<file path="config.mk">
export PLATFORM = sky130hd
export DESIGN_NAME = stopwatch_display
export DESIGN_NICKNAME = d
export VERILOG_FILES = /design/src/rtl/stopwatch_display.sv
export SDC_FILE = /design/constraint.sdc
export NUM_CORES = 1
export LEC_CHECK = 0
export BUFFER_PORTS_ARGS = -buffer_cell sky130_fd_sc_hd__clkbuf_2
export CORE_ASPECT_RATIO = 1.5
export CORE_MARGIN = 2
export CORE_UTILIZATION = 55
export CTS_BUF_LIST = sky130_fd_sc_hd__clkbuf_4
export CTS_CLUSTER_DIAMETER = 150
export DETAILED_ROUTE_END_ITERATION = 10
export PLACE_DENSITY = 0.83
export SLEW_MARGIN = 20
export SYNTH_ARGS = -nofsm -noshare
export SYNTH_HDL_FRONTEND = slang
export SYNTH_SLANG_ARGS = --single-unit
</file>
<file path="constraint.sdc">
create_clock -name clk -period 2.65 [get_ports clk]
set_input_delay 0.1325 -clock clk [delete_from_list [all_inputs] [get_ports clk]]
set_output_delay 0.1325 -clock clk [all_outputs]
set_load 0.1 [all_outputs]
</file>
<file path="src/rtl/stopwatch_display.sv">
// Multi-digit BCD stopwatch with up/down counting, lap freeze and a
// time-multiplexed digit scan output (one registered digit per scan slot).
module stopwatch_display #(
  parameter int unsigned     NDIG      = 4,
  parameter int unsigned     TICK_DIV  = 10000000,
  parameter int unsigned     SCAN_DIV  = 2500,
  parameter logic [NDIG-1:0] MOD6_MASK = NDIG'(4'b0100)
) (
  input  logic       clk,
  input  logic       rst,
  input  logic       start_stop,
  input  logic       clear,
  input  logic       dir,
  input  logic       lap,
  output logic [2:0] hexplay_an,
  output logic [3:0] hexplay_data,
  output logic       running,
  output logic       frozen,
  output logic       wrap,
  output logic       done
);

  localparam int unsigned CW = NDIG * 4;
  localparam int unsigned TW = $clog2(TICK_DIV);
  localparam int unsigned SW = $clog2(SCAN_DIV);

  logic [CW-1:0] count;
  logic [CW-1:0] snap;
  logic [TW-1:0] div;
  logic [SW-1:0] scan;

  logic [CW-1:0] cnt_up;
  logic [CW-1:0] cnt_dn;
  logic          all_max;
  logic          all_zero;
  logic          tick_c;
  logic [CW-1:0] count_nx;
  logic          run_nx;
  logic          wrap_c;
  logic          done_c;
  logic [CW-1:0] src;
  logic [2:0]    an_nx;
  logic [3:0]    data_nx;

  assign tick_c = running && (div == TW'(TICK_DIV - 1));
  assign src    = frozen ? snap : count;

  // Ripple carry/borrow across the mixed-radix digits
  always_comb begin
    logic       carry;
    logic       borrow;
    logic [3:0] d;
    logic [3:0] m;
    cnt_up   = count;
    cnt_dn   = count;
    all_max  = 1'b1;
    all_zero = 1'b1;
    carry    = 1'b1;
    borrow   = 1'b1;
    d        = 4'd0;
    m        = 4'd9;
    for (int i = 0; i < int'(NDIG); i++) begin
      d = count[i*4 +: 4];
      m = MOD6_MASK[i] ? 4'd5 : 4'd9;
      if (d != m) all_max = 1'b0;
      if (d != 4'd0) all_zero = 1'b0;
      if (carry) begin
        if (d >= m) begin
          cnt_up[i*4 +: 4] = 4'd0;
        end else begin
          cnt_up[i*4 +: 4] = d + 4'd1;
          carry = 1'b0;
        end
      end
      if (borrow) begin
        if (d == 4'd0) begin
          cnt_dn[i*4 +: 4] = m;
        end else begin
          cnt_dn[i*4 +: 4] = d - 4'd1;
          borrow = 1'b0;
        end
      end
    end
  end

  // Tick effect on count, run state and the wrap/done pulses
  always_comb begin
    count_nx = count;
    run_nx   = running ^ start_stop;
    wrap_c   = 1'b0;
    done_c   = 1'b0;
    if (tick_c) begin
      if (!dir) begin
        count_nx = cnt_up;
        wrap_c   = all_max;
      end else if (all_zero || (cnt_dn == '0)) begin
        count_nx = all_zero ? count : cnt_dn;
        run_nx   = 1'b0;
        done_c   = 1'b1;
      end else begin
        count_nx = cnt_dn;
      end
    end
  end

  // Next scanned digit and its value from the current display source
  always_comb begin
    an_nx   = hexplay_an;
    data_nx = 4'd0;
    if (scan == SW'(SCAN_DIV - 1)) begin
      an_nx = (hexplay_an == 3'(NDIG - 1)) ? 3'd0 : hexplay_an + 3'd1;
    end
    for (int i = 0; i < int'(NDIG); i++) begin
      if (an_nx == 3'(i)) data_nx = src[i*4 +: 4];
    end
  end

  always_ff @(posedge clk) begin
    if (rst) begin
      count        <= '0;
      snap         <= '0;
      div          <= '0;
      scan         <= '0;
      hexplay_an   <= 3'd0;
      hexplay_data <= 4'd0;
      running      <= 1'b0;
      frozen       <= 1'b0;
      wrap         <= 1'b0;
      done         <= 1'b0;
    end else begin
      scan         <= (scan == SW'(SCAN_DIV - 1)) ? '0 : scan + SW'(1);
      hexplay_an   <= an_nx;
      hexplay_data <= data_nx;
      wrap         <= 1'b0;
      done         <= 1'b0;
      if (clear) begin
        count   <= '0;
        div     <= '0;
        running <= 1'b0;
        frozen  <= 1'b0;
      end else begin
        count   <= count_nx;
        running <= run_nx;
        wrap    <= wrap_c;
        done    <= done_c;
        // The divider holds on the stopping edge so a restart resumes mid-period
        if (tick_c) begin
          div <= '0;
        end else if (running && !start_stop) begin
          div <= div + TW'(1);
        end
        if (lap) begin
          if (frozen) begin
            frozen <= 1'b0;
          end else begin
            frozen <= 1'b1;
            snap   <= count_nx;
          end
        end
      end
    end
  end

endmodule

</file>
==> results.yml <==
critical_path:
  r2r-start: "count[12]$_SDFF_PP0_"
  ff2ff_path_depth: 8
  critical-path-max-stage-delay_ps: 500
  worst_path_max_delay_cell: "dfxtp_1"
  crit_buf_inv: 2
  path_max_fanout: 9
  cp_data_arrival_time_ps: 2940
  r2r-end: "snap[4]$_SDFFE_PP0P_"
  ff2ff_setup_slack_ps: 80
  critical_path.top_delay_family: "compound AO/OA/AOI/OAI gates"
  start_kind: "register"
  cp_cell_sequence: "inv_1 > ha_1 > nor3b_1 > buf_4 > a21boi_0 > a22oi_1 > o311a_1 > a211oi_2"
  worst_setup_path_end_kind: "register"
  worstPathRequired_ps: 3020
  worstSetupPathType: "reg2reg"
synthesis:
  syn_nets: 582
  synth_ff_type: "dfxtp_1"
  netlist_instances: 558
  synth_area_um2: 4730
  synth_seq_cells: 79
  synth.most_common_cell: "nor2_1"
  synth_top_area_share: 0.334
  synth_cell_types: 81
  seq_area_frac_synth: 0.334
  synthArstFlopShare: 0
  synthTopCellsByArea: "dfxtp_1 (33%), nor2_1 (7.5%), ha_1 (4.8%)"
  synth_area_per_cell_um2: 8.48
  yosysTopAreaCell: "dfxtp_1"
  ys_warn_count: 0
  synth_edf_count: 0
  ys_top_cells_by_count: "nor2_1 (95), dfxtp_1 (79), nand2_1 (34)"
clock_network:
  root_buffer: "clkbuf_4"
  cts_tree: "yes"
  h-tree-depth: 3
  cts_buffer_depth: 2
  clkTransAtPathRegs_ps: 120
  cts_resized: 0
  clock_latency_ps: 460
  cts_buffers: 9
  clock-sinks: 79
route:
  drt_iter0_markers: 382
  vias: 4420
  first_pass_iters: 5
  antenna_left: 0
  routedWlPerCell_um: 17.9
  drc: 0
  drt_wl_total_mm: 12.5
  vias_per_cell: 6.34
placement:
  dpl_cell_area_um2: 5020
  routabilityCongestion: 0.976
  dp_cells: 680
  dp_worst_setup_slack_ps: 197
  port_buffers: 16
  hpwl_mm: 9.35
hold_path:
  hold_class: "in2reg"
  hold_path_depth: 4
  whs_endpoint: "running$_SDFF_PP0_"
  hp-start: "start_stop"
global_routing:
  antenna_found_initial: 0
  track_usage: 0.279
  grt_pass1_vias: 4329
  grt-ovfl-total: 0
  grt_pass1_wl_mm: 20.6
  grt_max_degree: 38
sta:
  final_hold_viol_count: 0
  setup-violations-final: 0
  tns_ps: 0
  timing.final.crit_period_ps: 2570
  fmax_mhz: 389
  slew_headroom: 0.443
  fin_worst_skew_ps: 22.8
  finalWorstSetupSlack_ps: 77.3
  worst_slew_pin_slew_ps: 832
  rsz0062_at_grt: "false"
  maxSlewViolCount: 0
  fin_crit_sh: 0.971
floorplanning:
  coreArea_um2: 8360
  initial_utilization: 0.566
  io_pins: 17
  num_rows: 41
  die_h_um: 118
  die_w_um: 79.7
  die_area_um2: 9370
final_layout:
  fin_cells: 697
  drive_gt1_frac: 0.159
  area_delta_synth_final_pct: 9.34
  nNetsFinal: 609
  final_area_um2: 5170
  num_antenna_cells: 0
power_and_ir_drop:
  p_per_area_nw_per_um2: 404
  total_power_w: 0.00209
  power_leakage_nw: 1.89
  vdd_drop_max_mv: 0.345
job:
  max-cap-violations: 0
run_status:
  outcome: "finished, final reports clean"
## layout by cell type, fill, tap and decap left out, drive strengths merged, types with 4 or more instances in the layout
cell     count
a2111oi      5
a211oi      18
a21oi       13
a22oi        8
a32oi        5
and3         7
and4         5
buf         28
clkbuf      25
dfxtp       79
ha          18
inv         19
mux2         6
mux2i       17
nand2       35
nand2b       5
nand3       22
nand3b       4
nand4       16
nor2        95
nor2b       12
nor3        10
nor3b        9
nor4         8
nor4b        4
o21ai       18
or3b         8
xnor2       12
xor2        24
## routing by layer
layer / vias up / part of all wire / routed length [µm] / track usage
met4: 0 / 0.060 / 752 / 0.182
met3: 70 / 0.042 / 523 / 0.0429
met1: 2081 / 0.39 / 4890 / 0.308
met2: 178 / 0.51 / 6330 / 0.481
li1: 2091 / - / - / -
met5: - / 0 / 0 / 0
## sequential cells by signal (all words and copies together) (netlist names), 3 cells and up
name	count
scan	12
div	24
hexplay_an	3
hexplay_data	4
count	16
snap	16
## power breakdown
part	switching, W	internal (W)
Clock	0.000446	0.000289
Sequential	0.0000145	0.00121
Combinational	0.0000881	0.0000425
## stage by stage
stage | hold slack [ps] | utilization
after floorplan | 269 | -
after global placement | 396 | 0.601
after detailed placement | 445 | 0.601
after CTS | 6.57 | 0.618
after global routing | 32.8 | 0.618
final | 27.2 | 0.618
## tightest hold or removal path: stages
cell	delay, ps
clkbuf_2	80
inv_1	50
ha_1	140
nor4_1	50
## final cells by class
| cell class | count | area [µm²] |
|---|---|---|
| repair buffers | 45 | 300 |
| fillers | 706 | 3190 |
| flip-flops and latches | 79 | 1580 |
| multi-input cells | 433 | 2950 |
| inverters | 17 | 63.8 |
| clock buffers | 9 | 67.6 |
| clock inverters | 7 | 71.3 |
| well taps | 107 | 134 |
## cells by family (layout without fill, tap and decap cells)
logic type	count (synthesis)	count (layout)	share of synthesized area
xor+xnor	36	36	0.0667
fa+ha+maj	18	18	0.0476
flops	79	79	0.334
compound gates	100	100	0.155
mux	24	24	0.0577
buf+inv	46	78	0.0426
simple gates	255	255	0.296
## repair_timing
action | in CTS | in global routing
setup buffers | 0 | 0
hold buffers | 1 | 0
hold endpoints to repair | 1 | 0
endpoints found under the setup margin | 0 | 0
## how the worst max path moves through the flow
stage	start	end	slack (ps)	cells after the start
after floorplan	hexplay_an[1]$_SDFF_PP0_	hexplay_data[1]$_SDFF_PP0_	50	7
after detailed placement	count[12]$_SDFF_PP0_	snap[4]$_SDFFE_PP0P_	200	8
final	count[12]$_SDFF_PP0_	snap[4]$_SDFFE_PP0P_	80	8
after global routing	count[12]$_SDFF_PP0_	snap[4]$_SDFFE_PP0P_	1	8
after CTS	count[12]$_SDFF_PP0_	snap[4]$_SDFFE_PP0P_	160	8
after global placement	count[1]$_SDFF_PP0_	snap[7]$_SDFFE_PP0P_	290	9
No activity file was read; power rests on OpenSTA's default activity.
